**src/rtl/input_conditioner.sv**
```systemverilog
// Gamepad input conditioner: synchronizes, debounces, and turns buttons into snake moves and control pulses.
// Latency: a clean level change reaches btn_state after DEBOUNCE_CYCLES+2 clocks; mov commits the cycle after a vsync fall.
// Backpressure: none; the block accepts every input cycle, and a newer direction request replaces an uncommitted one.
module input_conditioner #(
   parameter int DEBOUNCE_CYCLES = 252000,
   parameter int CNT_W           = 18
) (
   input  logic       clk,
   input  logic       rst_n,
   input  logic [5:0] btn_raw,
   input  logic       vsync,
   output logic [5:0] btn_state,
   output logic [3:0] mov,
   output logic       dir_changed,
   output logic       start_pulse,
   output logic       rst_snake_pulse
);

   // One-hot directions, same bit order as btn_raw[3:0]
   localparam logic [3:0] DIR_UP    = 4'b0001;
   localparam logic [3:0] DIR_DOWN  = 4'b0010;
   localparam logic [3:0] DIR_LEFT  = 4'b0100;
   localparam logic [3:0] DIR_RIGHT = 4'b1000;

   // Terminal count: the level is accepted on the cycle the counter sits here
   localparam logic [CNT_W-1:0] CNT_LAST = CNT_W'(DEBOUNCE_CYCLES - 1);

   logic [5:0]            btn_meta_q, btn_sync_q;
   logic                  vs_meta_q, vs_sync_q, vs_dly_q;
   logic [5:0][CNT_W-1:0] cnt_q, cnt_d;
   logic [5:0]            btn_state_q, btn_state_d;
   logic [5:0]            rise_c;
   logic [3:0]            mov_q, mov_d;
   logic [3:0]            pend_q, pend_d;
   logic                  pend_vld_q, pend_vld_d;
   logic                  dir_changed_q, dir_changed_d;
   logic                  start_q, rst_snake_q;
   logic                  req_vld;
   logic [3:0]            req_dir;
   logic                  req_ok;
   logic                  frame_edge;

   // Swap up<->down and left<->right
   function automatic logic [3:0] opposite(input logic [3:0] d);
      return {d[2], d[3], d[0], d[1]};
   endfunction

   // Two-flop synchronizers; vsync idles high so its flops reset to 1
   always_ff @(posedge clk or negedge rst_n) begin
      if (!rst_n) begin
         btn_meta_q <= '0;
         btn_sync_q <= '0;
         vs_meta_q  <= 1'b1;
         vs_sync_q  <= 1'b1;
         vs_dly_q   <= 1'b1;
      end else begin
         btn_meta_q <= btn_raw;
         btn_sync_q <= btn_meta_q;
         vs_meta_q  <= vsync;
         vs_sync_q  <= vs_meta_q;
         vs_dly_q   <= vs_sync_q;
      end
   end

   // Per-bit debounce: count while the input disagrees, accept at terminal count, clear on any agreement
   always_comb begin
      cnt_d       = cnt_q;
      btn_state_d = btn_state_q;
      rise_c      = '0;
      for (int i = 0; i < 6; i++) begin
         if (btn_sync_q[i] == btn_state_q[i]) begin
            cnt_d[i] = '0;
         end else if (cnt_q[i] == CNT_LAST) begin
            cnt_d[i]       = '0;
            btn_state_d[i] = btn_sync_q[i];
            rise_c[i]      = btn_sync_q[i];
         end else begin
            cnt_d[i] = cnt_q[i] + CNT_W'(1);
         end
      end
   end

   // Priority encode simultaneous direction rises: up, down, left, right
   always_comb begin
      req_vld = 1'b1;
      req_dir = DIR_RIGHT;
      if (rise_c[0])      req_dir = DIR_UP;
      else if (rise_c[1]) req_dir = DIR_DOWN;
      else if (rise_c[2]) req_dir = DIR_LEFT;
      else if (rise_c[3]) req_dir = DIR_RIGHT;
      else                req_vld = 1'b0;
   end

   assign req_ok     = req_vld && (req_dir != mov_q) && (req_dir != opposite(mov_q));
   assign frame_edge = vs_dly_q & ~vs_sync_q;

   // Move bookkeeping: snake reset wins, else commit pending at frame edge, and a new request lands in pending
   always_comb begin
      mov_d         = mov_q;
      pend_d        = pend_q;
      pend_vld_d    = pend_vld_q;
      dir_changed_d = 1'b0;
      if (rise_c[5]) begin
         mov_d      = DIR_RIGHT;
         pend_vld_d = 1'b0;
      end else begin
         if (frame_edge && pend_vld_q) begin
            mov_d         = pend_q;
            pend_vld_d    = 1'b0;
            dir_changed_d = 1'b1;
         end
         // A request arriving on the boundary cycle waits for the next frame
         if (req_ok) begin
            pend_d     = req_dir;
            pend_vld_d = 1'b1;
         end
      end
   end

   // State registers for debounce, moves and output pulses
   always_ff @(posedge clk or negedge rst_n) begin
      if (!rst_n) begin
         cnt_q         <= '0;
         btn_state_q   <= '0;
         mov_q         <= DIR_RIGHT;
         pend_q        <= DIR_RIGHT;
         pend_vld_q    <= 1'b0;
         dir_changed_q <= 1'b0;
         start_q       <= 1'b0;
         rst_snake_q   <= 1'b0;
      end else begin
         cnt_q         <= cnt_d;
         btn_state_q   <= btn_state_d;
         mov_q         <= mov_d;
         pend_q        <= pend_d;
         pend_vld_q    <= pend_vld_d;
         dir_changed_q <= dir_changed_d;
         start_q       <= rise_c[4];
         rst_snake_q   <= rise_c[5];
      end
   end

   assign btn_state       = btn_state_q;
   assign mov             = mov_q;
   assign dir_changed     = dir_changed_q;
   assign start_pulse     = start_q;
   assign rst_snake_pulse = rst_snake_q;

endmodule
```
**config.mk**
```make
export PLATFORM = sky130hd
export DESIGN_NAME = input_conditioner
export DESIGN_NICKNAME = d
export VERILOG_FILES = /design/src/rtl/input_conditioner.sv
export SDC_FILE = /design/constraint.sdc
export NUM_CORES = 1
export LEC_CHECK = 0
export BUFFER_PORTS_ARGS = -buffer_cell sky130_fd_sc_hd__buf_4
export CORE_ASPECT_RATIO = 1.25
export CORE_UTILIZATION = 64
export CTS_BUF_LIST = sky130_fd_sc_hd__clkbuf_2
export CTS_CLUSTER_DIAMETER = 50
export DETAILED_ROUTE_END_ITERATION = 10
export PLACE_DENSITY_LB_ADDON = 0.05
export SYNTH_ARGS = -nofsm -noshare
export SYNTH_HDL_FRONTEND = slang
export SYNTH_SLANG_ARGS = --single-unit
```
**constraint.sdc**
```tcl
create_clock -name clk -period 3.05 [get_ports clk]
set_input_delay 0.61 -clock clk [delete_from_list [all_inputs] [get_ports clk]]
set_output_delay 0.61 -clock clk [all_outputs]
set_load 0.02 [all_outputs]
```
======== Word level (Yosys, flattened, before mapping) ========
Cells that the tools add are included.
storage, ports and cells
  flip-flop bits (word level) ............. 141
  output and inout port bits .............. 13
  input port bits ......................... 9
  word-level logic and storage cells ...... 102
cells by class
  $add $sub $neg .......................... 6
  eq/ne operators ......................... 14
  bitwise operators ....................... 9
  multiplexer cells ....................... 38
  reductions and logical operators ........ 12
operator list
  operator                                                          number
  18-bit two-way mux                                                12
  18-bit by 1-bit adder with 18-bit output (second input constant)  6
  18-bit == test (second input constant)                            6
  1-bit two-way mux                                                 21
  4-bit two-way mux                                                 5
  2-bit AND reduction                                               7
  4-bit inequality test                                             2
  1-bit NOT                                                         8
  1-bit == test                                                     6
  1-bit logical AND                                                 3
  3-bit nonzero test                                                1
  2-bit nonzero test                                                1
  1-bit AND                                                         1

======== Logic depth before layout (Yosys ltp) ========
Gate-level depths: netlist (run 1).
  depth after elaboration ................. 11
  mapped depth ............................ 8
  gate-level depth less buffers ........... 7

======== Worst setup path after synthesis (run 1) ========
Ideal clock, no wire load.
  kind .................................... flip-flop to flip-flop
  from .................................... register cnt_q[5] (netlist bit)
  to ...................................... register pend_q[0]
  stages on the path, launching flop included .. 7
  data required time ...................... 2922 ps
  data arrival time ....................... 2078 ps
  path buffers ............................ 0
  clock period less this slack ............ 2206 ps
  library setup time ...................... 128 ps
  setup slack ............................. 844 ps
  cell sequence ........................... dfrtp_1 > nand4bb_1 > or4_4 > o22ai_4 > mux2i_1 > o221ai_4 > mux2_1
between the ends
  word-level cells in the longest chain between the ends .. 8
  elaborated cells between the ends (all ways) .. 10
  classes of those cells .................. eq/ne (3); mux (4); reduce/logical (3)
ends and longest elaborated chain
  element                          RTL line  source
  from (decl)                      30        logic [5:0][CNT_W-1:0] cnt_q, cnt_d;
  from (signal assigned)           132       cnt_q <= cnt_d;
  18-bit == test *                 73        end else if (cnt_q[i] == CNT_LAST) begin
  1-bit two-way mux *              73
  1-bit two-way mux *              71        if (btn_sync_q[i] == btn_state_q[i]) begin
  4-bit two-way mux                87        if (rise_c[0]) req_dir = DIR_UP;
  4-bit inequality test            94        assign req_ok = req_vld && (req_dir != mov_q) && (req_dir != opposite(mov_q));
  1-bit logical AND (2 in series)  94
  2-bit AND reduction (no line)    -
  to (signal assigned)             135       pend_q <= pend_d;
  to (decl)                        34        logic [3:0] pend_q, pend_d;
Mark *: on every way between the ends. The rest lies on a longest branch, timed or not.
A chain may end at the register's enable or synchronous reset.

======== Worst setup path after layout (run 1) ========
Ends and elaborated chain as after synthesis.

==> reports/summary.log, run 1 <==
[yosys] Syn. warnings 0
[sta] min Tclk post-route 2.36 ns
[placement] gp weighted congestion 0.798
[placement] count of port buffers added during placement 21
[yosys] cell count after synthesis 636
[grt] antenna violations before repair 0
[grt] gr usage total 24.6%
[sta] final setup vio count 0
[worst_setup_path] nature of the critical path endpoint flip-flop
[cells_and_area] NumNets Final 690
[route] antenna violation net count after detailed routing 0
[yosys] share of flip-flops with an asynchronous set or reset after synthesis 100%
[clocking] CTS Hold Bufs 8
[worst_setup_path] crit path max fanout 5
[yosys] flop and latch count out of synthesis 141
[route] number of design rule violations left after detail routing 1
[route] WL final 11.6 mm
[grt] pin count of the biggest net entering global routing 70
[route] count of vias placed by the detailed router 4453
[floorplanning] full die area 10500 µm²
[sta] Least-Margin Pin Slew 1.31 ns
[floorplanning] core outline area 9710 µm²
[sta] unrepaired setup endpoints after global routing false
[pwr] VDD IR-drop max 0.293 mV
[grt] number of global-route vias before repair 4549
[route] vias per inst 5.47
[clocking] sinks on the clock net 141
[placement] worst-case setup slack after placement 0.717 ns
[outcome] status complete, but fails checks
[cells_and_area] fraction of final layout cells sized beyond drive strength 1 10.3%
[grt] global route overflow 0
[floorplanning] count of standard-cell rows 40
[outcome] failing checks DRC
[sta] hold violation total from the final report 0
[worst_setup_path] CP required 3.62 ns
[sta] worst rel slew slack 12.2%
[pwr] power per standard cell area 442 nW/µm²
[clocking] Setup Buffers After CTS 0
[yosys] synth top area cells sky130_fd_sc_hd__dfrtp_1 52%, sky130_fd_sc_hd__nor2_1 8.8%, sky130_fd_sc_hd__xnor2_1 6.9%
[clocking] number of buffers created by CTS 17
[worst_setup_path] critical path launch point type flip-flop
[yosys] sequential share of the synthesized area 54.5%
[cells_and_area] final cell count without fillers 814
[clocking] clock input transition at the sequential cells of the worst setup and hold paths 0.20 ns
[cells_and_area] layout overhead on the synthesized area 9.47%
[yosys] most instantiated library cell after synthesis sky130_fd_sc_hd__nor2_1
[floorplanning] Die X-Extent 92.1 µm
[yosys] number of distinct library cells after synthesis 45
[yosys] cell area after technology mapping 6490 µm²
[clocking] CTS tree yes
[run] Maximum Capacitance Violations 0
[placement] half-perimeter wire length after placement 7.88 mm
[route] initial drt markers 224
[worst_setup_path] category of the critical setup timing path reg -> reg
[sta] Fin Hold WS 0.371 ns
[placement] Placed Cells 774
[floorplanning] I/O pin count 22
[clocking] clock tree root driver cell sky130_fd_sc_hd__clkbuf_2
[sta] number of pins exceeding their max-slew limit in the final report 0
[yosys] top-area cell type share of the netlist area 52.4%
[worst_setup_path] Crit path arrival time 2.93 ns
[floorplanning] effective utilization at floorplan 66.8%
[yosys] Net Count, Synth 651
[worst_hold_path] kind of path behind the tightest hold check reg -> reg
[route] routed len/inst 14.2 µm
[route] Pre-antenna DRT Iters 8
[clocking] total number of H-tree levels 4
[sta] Final Skew 0.0252 ns
[worst_setup_path] count of cells along the worst register-to-register path 6
[yosys] average footprint of a synthesized cell 10.2 µm²
[pwr] Static Leakage 3.05 nW
[yosys] commonest cells in the synthesized netlist 152 x sky130_fd_sc_hd__nor2_1, 136 x sky130_fd_sc_hd__dfrtp_1, 51 x sky130_fd_sc_hd__xnor2_1, 48 x sky130_fd_sc_hd__xor2_1, 39 x sky130_fd_sc_hd__nand3_1
[grt] wire length of the first global-routing pass 20.4 mm
[clocking] number of gates resized after cts 0
[worst_hold_path] worst hold path stage count 0
[cells_and_area] Filler Cells Inserted 703
[sta] Max Fclk 423 MHz
[floorplanning] die boundary height 115 µm
[clocking] insertion delay of the later-clocked pin in the worst-skew pair 0.67 ns
[yosys] cell type contributing the most total cell area after synthesis sky130_fd_sc_hd__dfrtp_1
[sta] Setup TNS 0 ns
[yosys] Post-synth EDFFs 0
[cells_and_area] final antenna diode count 0
[sta] share of the cycle needed by the critical path after routing 77.4%
[yosys] Post-synth top flop sky130_fd_sc_hd__dfrtp_1
[sta] post-layout worst setup margin 0.688 ns
[pwr] overall power after layout 3.14 mW
[clocking] Clock Path Buffers 2
-- state kept, by name, indices dropped and copies added, names as in the netlist --
register	cells
vs_dly_q	1
rst_snake_pulse	1
btn_meta_q	6
pend_vld_q	1
dir_changed	1
btn_state	6
start_pulse	1
cnt_q	108
vs_meta_q	1
btn_sync_q	6
pend_q	4
mov	4
vs_sync_q	1
-- cell type report --
| cell class | instances | area [µm²] | share of cell area, % |
|---|---|---|---|
| Clock buffer | 17 | 85.1 | 1.20 |
| Clock inverter | 15 | 154 | 2.17 |
| Inverter | 21 | 78.8 | 1.11 |
| Multi-Input combinational cell | 461 | 2820 | 39.7 |
| Sequential cell | 141 | 3530 | 49.8 |
| Tap cell | 126 | 158 | 2.22 |
| Timing Repair Buffer | 33 | 272 | 3.82 |
-- kinds of logic (layout without fill, tap and decap cells) --
kind of cell               count (synthesis)  in the layout  synth area share (%)
and+or+nand+nor                          330            330                  24.9
DFF                                      141            141                  54.5
xor gates and xnor gates                  99             99                  13.4
buffers and inverters                     34             86                  2.04
AOI/OAI and AO/OA                         13             13                  1.87
muxes                                     13             13                  2.18
adders and majority gates                  6              6                  1.16
-- path summary, 6_finish.rpt --
kind	startpoint	to	slack, ns
worst max-delay path	cnt_q[5]	pend_q[0]	0.69
worst min-delay path	btn_meta_q[1]	btn_sync_q[1]	0.37
max in group asynchronous	rst_n	cnt_q[7]	1.68
worst min register to register	btn_meta_q[1]	btn_sync_q[1]	0.37
min in group asynchronous	rst_n	cnt_q[85]	0.47
worst max register to register	cnt_q[5]	pend_q[0]	0.69
-- placed cells by master (no fill, tap or decap), types with 7 or more instances in the layout --
cell and n:
sky130_fd_sc_hd__nand2_1 37, sky130_fd_sc_hd__dlygate4sd3_1 8, sky130_fd_sc_hd__buf_4 24, sky130_fd_sc_hd__dfrtp_1 136, sky130_fd_sc_hd__and4_1 8, sky130_fd_sc_hd__or3_1 7, sky130_fd_sc_hd__and3_1 9, sky130_fd_sc_hd__xnor2_1 51
sky130_fd_sc_hd__xor2_1 48, sky130_fd_sc_hd__nand4_1 23, sky130_fd_sc_hd__nand3_1 39, sky130_fd_sc_hd__nor2_1 152, sky130_fd_sc_hd__inv_1 21, sky130_fd_sc_hd__clkbuf_2 17, sky130_fd_sc_hd__nor3_1 13
-- where the power goes --
part | total (mW) | leakage (nW) | internal (mW) | switching [mW]
clock | 1.09 | 0.133 | 0.436 | 0.650
combinational | 0.121 | 1.01 | 0.0403 | 0.0810
sequential | 1.93 | 1.91 | 1.90 | 0.0267
-- worst max-delay path, cell delays in order, from the launching register on --
cell                        delay (ns)
sky130_fd_sc_hd__dfrtp_1          0.47
sky130_fd_sc_hd__nand4bb_1        0.24
sky130_fd_sc_hd__or4_4            0.46
sky130_fd_sc_hd__o22ai_4          0.28
sky130_fd_sc_hd__mux2i_1          0.32
sky130_fd_sc_hd__o221ai_4         0.17
sky130_fd_sc_hd__mux2_1           0.33
-- per-stage QoR --
stage	cell area, µm²	util, %
3_3_place_gp	6780	69.9
4_1_cts	7100	73.2
6_report	7100	73.2
2_1_floorplan	6490	-
5_1_grt	7100	73.2
3_5_place_dp	6780	69.9
-- per-layer routing --
metal | track usage (%) | part of all wire, % | vias up
li1 | - | - | 2192
met4 | 8.96 | 0.54 | 0
met5 | 0 | 0 | -
met3 | 5.78 | 2.7 | 4
met1 | 30.3 | 45 | 2202
met2 | 42.5 | 51 | 55
No activity file was read; power rests on OpenSTA's default activity.
==> run 2: changes to the inputs <==
--- a/config.mk
+++ b/config.mk
@@ -5,9 +5,10 @@
 export SDC_FILE = /design/constraint.sdc
 export NUM_CORES = 1
 export LEC_CHECK = 0
+export ABC_AREA = 1
 export BUFFER_PORTS_ARGS = -buffer_cell sky130_fd_sc_hd__buf_4
 export CORE_ASPECT_RATIO = 1.25
-export CORE_UTILIZATION = 64
+export CORE_UTILIZATION = 58
 export CTS_BUF_LIST = sky130_fd_sc_hd__clkbuf_2
 export CTS_CLUSTER_DIAMETER = 50
 export DETAILED_ROUTE_END_ITERATION = 10
==> constraint.sdc (replaced) <==
create_clock -name clk -period 2 [get_ports clk]
set_input_delay 0.4 -clock clk [delete_from_list [all_inputs] [get_ports clk]]
set_output_delay 0.4 -clock clk [all_outputs]
set_load 0.02 [all_outputs]
==> run 2 against run 1 <==
Compared with the run above:
- the flow now finishes without violations
- synthesized cell count is 28% higher
- final cell count is 30% higher
- critical path depth is 5 lower
- largest power group unchanged
- count of clock-buffer cells in the layout is 2 higher
- setup slack worse by 0.58 ns
- total power is 51% higher
- die area is 17% higher
- critical endpoint is now mov[3]
- global-route usage is 1.4 points lower
- wire length is 15% higher
- via count is 24% higher
==> reports/summary.log, run 2 <==
[outcome] status finished, final reports clean
[route] count of vias placed by the detailed router 5501
[worst_setup_path] worst reg2reg startpoint cnt_q[44]
[sta] unrepaired setup endpoints after global routing true
[worst_setup_path] nature of the critical path endpoint primary output
[pwr] VDD IR-drop max 0.447 mV
[pwr] Static Leakage 3.74 nW
[sta] Fin Hold WS 0.205 ns
[sta] min Tclk post-route 1.89 ns
[clocking] CTS tree yes
[worst_hold_path] kind of path behind the tightest hold check in -> async
[grt] wire length of the first global-routing pass 22.4 mm
[cells_and_area] fraction of final layout cells sized beyond drive strength 1 18.9%
[pwr] power per standard cell area 596 nW/µm²
[yosys] Post-synth top flop sky130_fd_sc_hd__dfrtp_1
[clocking] clock tree root driver cell sky130_fd_sc_hd__clkbuf_2
[clocking] number of buffers created by CTS 17
[clocking] insertion delay of the later-clocked pin in the worst-skew pair 0.72 ns
[cells_and_area] final cell count without fillers 1059
[floorplanning] count of standard-cell rows 44
[clocking] total number of H-tree levels 4
[grt] global route overflow 0
[grt] number of global-route vias before repair 5323
[route] Pre-antenna DRT Iters 5
[yosys] sequential share of the synthesized area 51.0%
[placement] Placed Cells 1012
[worst_setup_path] CP Launch Point mov[3]
[yosys] Net Count, Synth 829
[pwr] overall power after layout 4.74 mW
[route] initial drt markers 219
[worst_setup_path] max incr delay on CP 0.63 ns
[yosys] commonest cells in the synthesized netlist 142 x sky130_fd_sc_hd__nand2_1, 136 x sky130_fd_sc_hd__dfrtp_1, 112 x sky130_fd_sc_hd__nor2_1, 106 x sky130_fd_sc_hd__inv_1, 48 x sky130_fd_sc_hd__a21oi_1
[worst_setup_path] category of the critical setup timing path reg -> out
[cells_and_area] final antenna diode count 0
[floorplanning] die boundary height 124 µm
[sta] share of the cycle needed by the critical path after routing 94.7%
[worst_setup_path] Max stage delay cell, worst path sky130_fd_sc_hd__dfstp_2
[route] routed len/inst 12.6 µm
[sta] Least-Margin Pin Slew 0.570 ns
[yosys] Post-synth EDFFs 0
[route] antenna violation net count after detailed routing 0
[cells_and_area] flip-flop count of the largest register, all copies and words added 108
[worst_setup_path] Top delay family on crit path flip-flops
[cells_and_area] most common cell after layout, fill and taps aside sky130_fd_sc_hd__nand2_1
[sta] worst rel slew slack 62.0%
[floorplanning] full die area 12400 µm²
[floorplanning] I/O pin count 22
[worst_setup_path] critical path launch point type flip-flop
[cells_and_area] largest register by flop count cnt_q
[grt] antenna violations before repair 0
[yosys] number of distinct library cells after synthesis 41
[yosys] top-area cell type share of the netlist area 49.1%
[sta] final setup vio count 0
[floorplanning] core outline area 11600 µm²
[route] WL final 13.4 mm
[placement] gp weighted congestion 0.857
[route] number of design rule violations left after detail routing 0
[cells_and_area] NumNets Final 900
[worst_setup_path] Crit path arrival time 1.49 ns
[worst_setup_path] CP cell instances buf_4
[grt] gr usage total 23.2%
[run] Maximum Capacitance Violations 0
[worst_setup_path] Bufs and invs on worst path 1
[worst_setup_path] CP required 1.60 ns
[clocking] clock input transition at the sequential cells of the worst setup and hold paths 0.20 ns
[yosys] Syn. warnings 0
[cells_and_area] sequential cell area 3540 µm²
[cells_and_area] area occupied by multi-input gates 3090 µm²
[sta] hold violation total from the final report 0
[yosys] average footprint of a synthesized cell 8.51 µm²
[cells_and_area] Filler Cells Inserted 946
[cells_and_area] leading cell types in the layout, fill and taps excluded 139 x sky130_fd_sc_hd__nand2_1, 135 x sky130_fd_sc_hd__dfrtp_1, 107 x sky130_fd_sc_hd__nor2_1
[yosys] cell count after synthesis 814
[sta] number of pins exceeding their max-slew limit in the final report 0
[worst_setup_path] crit path max fanout 5
[sta] Final Skew 0.0274 ns
[yosys] cell type contributing the most total cell area after synthesis sky130_fd_sc_hd__dfrtp_1
[placement] half-perimeter wire length after placement 9.81 mm
[yosys] cell area after technology mapping 6930 µm²
[clocking] sinks on the clock net 141
[floorplanning] Die X-Extent 99.7 µm
[sta] Setup TNS 0 ns
[clocking] Clock Path Buffers 2
[yosys] flop and latch count out of synthesis 141
[grt] pin count of the biggest net entering global routing 62
[placement] count of port buffers added during placement 21
[route] vias per inst 5.19
[floorplanning] effective utilization at floorplan 59.6%
[yosys] most instantiated library cell after synthesis sky130_fd_sc_hd__nand2_1
[yosys] synth top area cells sky130_fd_sc_hd__dfrtp_1 49%, sky130_fd_sc_hd__nand2_1 7.7%, sky130_fd_sc_hd__nor2_1 6.1%
[yosys] share of flip-flops with an asynchronous set or reset after synthesis 100%
[sta] Max Fclk 528 MHz
[cells_and_area] layout overhead on the synthesized area 14.8%
[run 2: cell types whose count changed after synthesis, moves of 12 or more]
| cell | previous run | this run |
|---|---|---|
| sky130_fd_sc_hd__a21oi_1 | 4 | 48 |
| sky130_fd_sc_hd__inv_1 | 21 | 106 |
| sky130_fd_sc_hd__inv_2 | 0 | 13 |
| sky130_fd_sc_hd__nand2_1 | 37 | 142 |
| sky130_fd_sc_hd__nor2_1 | 152 | 112 |
| sky130_fd_sc_hd__nor2_2 | 0 | 12 |
| sky130_fd_sc_hd__nor3_1 | 13 | 31 |
| sky130_fd_sc_hd__o21ai_0 | 2 | 36 |
| sky130_fd_sc_hd__xnor2_1 | 51 | 7 |
| sky130_fd_sc_hd__xor2_1 | 48 | 21 |
[run 2: through the flow]
step	setup slack [ns]	cell area, µm²	utilization, %
final	0.106	7950	68.4
after global routing	-0.0455	7950	68.4
after CTS	0.0266	7740	66.6
after detailed placement	0.0660	7440	64.0
after global placement	0.106	7440	64.0
after floorplan	0.295	6930	-
[run 2: final cells by class]
type	count	area share [%]
Sequential cell	141	44.5
Inverter	120	5.67
Clock buffer	19	1.20
Tap cell	161	2.53
Multi-Input combinational cell	551	38.8
Timing Repair Buffer	54	5.71
Clock inverter	13	1.57
[run 2: logic make-up after synthesis]
kind of cell,synth area share [%]
buffers and inverters,6.63
flip-flops,51.0
AO/OA/AOI/OAI,7.61
adder cells (fa/ha/maj),1.08
XOR/XNOR,3.54
AND/OR/NAND/NOR,30.1
[run 2: path summary, 6_finish.rpt]
path,end,slack [ns],cells after the start
min in group clk,btn_meta_q[5],0.32,2
worst min-delay path,cnt_q[51],0.21,2
worst max-delay path,mov[3],0.11,1
worst min register to register,btn_sync_q[5],0.37,0
max in group asynchronous,cnt_q[95],1.19,3
worst max register to register,pend_q[1],0.14,13
[run 2: power by group]
part           switching, mW  internal, mW  leakage [nW]
Sequential            0.0347          2.90          1.91
Combinational          0.148        0.0915          1.69
Clock                  0.997         0.566         0.138
[run 2: timing repair]
| action | in CTS | in global routing |
|---|---|---|
| setup endpoints to repair | 0 | 21 |
| hold buffers | 8 | 0 |
| resized for setup | 0 | 37 |
| hold endpoints to repair | 64 | 0 |
| setup buffers | 0 | 7 |
[run 2: metal layers]
metal  wire length (µm)  part of all wire (%)  GRT usage [%]
met4                187                   1.4           8.73
met1               5830                    44           27.2
met5                  0                     0              0
met3                411                   3.1           4.94
met2               6950                    52           41.8
==> run 3: changes to the inputs <==
--- a/config.mk
+++ b/config.mk
@@ -13,6 +13,7 @@
 export CTS_CLUSTER_DIAMETER = 50
 export DETAILED_ROUTE_END_ITERATION = 10
 export PLACE_DENSITY_LB_ADDON = 0.05
+export RECOVER_POWER = 50
 export SYNTH_ARGS = -nofsm -noshare
 export SYNTH_HDL_FRONTEND = slang
 export SYNTH_SLANG_ARGS = --single-unit
==> run 3 against run 2 <==
Compared with the run above:
- the run now ends with capacitance limit, slew limit left
- worst hold slack improved by 0.13 ns
- sequential share of layout area rose by 0.070 points
- critical path depth did not move
- combinational power fell by 2%
- highest routed layer unchanged
- clock skew barely moved
- register-to-register slack barely moved
- largest power group unchanged
- count of clock-buffer cells in the layout did not move
- die area did not move
- clock power barely moved
- global-route usage did not move
- setup slack barely moved
- sequential power barely moved
==> reports/summary.log, run 3 (synthesized netlist as in run 2, its figures left out) <==
[floorplanning] count of standard-cell rows 44
[cells_and_area] fraction of final layout cells sized beyond drive strength 1 18.7%
[sta] min Tclk post-route 1.89 ns
[placement] half-perimeter wire length after placement 9.81 mm
[grt] number of global-route vias before repair 5323
[worst_setup_path] category of the critical setup timing path reg -> out
[clocking] clock tree root driver cell sky130_fd_sc_hd__clkbuf_2
[grt] routing usage on met2 41.8%
[pwr] VDD IR-drop max 0.445 mV
[sta] Least-Margin Pin Slew 1.53 ns
[worst_setup_path] Crit path arrival time 1.49 ns
[sta] Setup TNS 0 ns
[route] Pre-antenna DRT Iters 5
[route] routed len/inst 12.6 µm
[worst_setup_path] nature of the critical path endpoint primary output
[sta] final setup vio count 0
[worst_setup_path] CP cell instances buf_4
[grt] met3 usage 4.94%
[sta] Final Skew 0.0273 ns
[grt] pin count of the biggest net entering global routing 62
[pwr] power per standard cell area 596 nW/µm²
[route] vias per inst 5.20
[floorplanning] core outline area 11600 µm²
[sta] number of pins exceeding their max-slew limit in the final report 60
[clocking] sinks on the clock net 141
[grt] antenna violations before repair 0
[worst_setup_path] crit path max fanout 5
[floorplanning] full die area 12400 µm²
[placement] count of port buffers added during placement 21
[cells_and_area] leading cell types in the layout, fill and taps excluded 139 x sky130_fd_sc_hd__nand2_1, 135 x sky130_fd_sc_hd__dfrtp_1, 107 x sky130_fd_sc_hd__nor2_1
[clocking] CTS tree yes
[cells_and_area] final antenna diode count 0
[cells_and_area] most common cell after layout, fill and taps aside sky130_fd_sc_hd__nand2_1
[sta] share of the cycle needed by the critical path after routing 94.7%
[grt] wire length of the first global-routing pass 22.4 mm
[route] number of design rule violations left after detail routing 0
[cells_and_area] Non-Filler Cell Area, Final 7940 µm²
[route] initial drt markers 221
[pwr] Static Leakage 3.73 nW
[worst_setup_path] max incr delay on CP 0.63 ns
[route] antenna violation net count after detailed routing 0
[worst_setup_path] Bufs and invs on worst path 1
[grt] met1 global-route usage 27.2%
[pwr] overall power after layout 4.73 mW
[outcome] failing checks capacitance limit, slew limit
[floorplanning] Die X-Extent 99.7 µm
[clocking] Clock Path Buffers 2
[cells_and_area] flip-flop count of the largest register, all copies and words added 108
[route] WL final 13.4 mm
[floorplanning] I/O pin count 22
[clocking] number of buffers created by CTS 17
[cells_and_area] NumNets Final 900
[grt] gr usage total 23.2%
[sta] hold violation total from the final report 0
[sta] unrepaired setup endpoints after global routing true
[sta] worst rel slew slack -2.23%
[floorplanning] effective utilization at floorplan 59.6%
[worst_hold_path] kind of path behind the tightest hold check in -> reg
[cells_and_area] layout overhead on the synthesized area 14.6%
[route] count of vias placed by the detailed router 5510
[worst_setup_path] Top delay family on crit path flip-flops
[worst_setup_path] CP required 1.60 ns
[run] Maximum Capacitance Violations 1
[worst_setup_path] critical path launch point type flip-flop
[cells_and_area] largest register by flop count cnt_q
[clocking] clock input transition at the sequential cells of the worst setup and hold paths 0.20 ns
[placement] area after detailed placement 7440 µm²
[clocking] insertion delay of the later-clocked pin in the worst-skew pair 0.71 ns
[floorplanning] die boundary height 124 µm
[outcome] status complete, but fails checks
[clocking] total number of H-tree levels 4
[placement] gp weighted congestion 0.857
[grt] global route overflow 0
[grt] global-route layer with the greatest usage met2
[sta] Max Fclk 528 MHz
[worst_setup_path] Max stage delay cell, worst path sky130_fd_sc_hd__dfstp_2
[run 3: final timing paths]
check                         startpoint             to  slack [ns]  cells past startpoint
setup / recovery                  mov[3]         mov[3]        0.11                      1
hold / removal                     vsync      vs_meta_q        0.33                      2
setup reg to reg               cnt_q[44]      pend_q[1]        0.14                     13
hold reg to reg            btn_meta_q[5]  btn_sync_q[5]        0.36                      0
max in group asynchronous          rst_n      cnt_q[33]        0.37                      3
min in group asynchronous          rst_n      cnt_q[51]        0.59                      2
[run 3: layout make-up]
cell class | count | area (µm²)
Sequential cell | 141 | 3540
Timing Repair Buffer | 54 | 442
Inverter | 120 | 450
Clock buffer | 19 | 95.1
Tap cell | 161 | 201
Multi-Input combinational cell | 551 | 3090
Clock inverter | 13 | 125
Fill cell | 946 | 3680
[run 3: where the power goes]
part	switching (mW)	internal [mW]	total, mW
combinational	0.148	0.0887	0.236
clock	0.993	0.566	1.56
sequential	0.0347	2.90	2.93
total	1.18	3.55	4.73
[run 3: stage by stage]
step                      hold WS (ns)  util, %  setup WS (ns)  std cells
final                            0.335     68.3          0.106       1059
after global routing             0.256     68.3        -0.0455       1059
after CTS                        0.168     66.6         0.0266       1052
after detailed placement         0.335     64.0         0.0660       1012
after global placement           0.332     64.0          0.106       1012
after floorplan                  0.104        -          0.295        814
[run 3: metal layers]
layer	wire length, µm	vias to the layer above
met3	409	14
met4	172	0
met1	5820	2619
met2	6960	87
li1	-	2790
met5	0	-
[run 3: what timing repair did]
action / CTS / global route
endpoints found under the setup margin: 0 / 21
endpoints found under the hold margin: 64 / 0
gates resized for setup: 0 / 37
buffers inserted: 0 / 7
hold buffers: 8 / 0
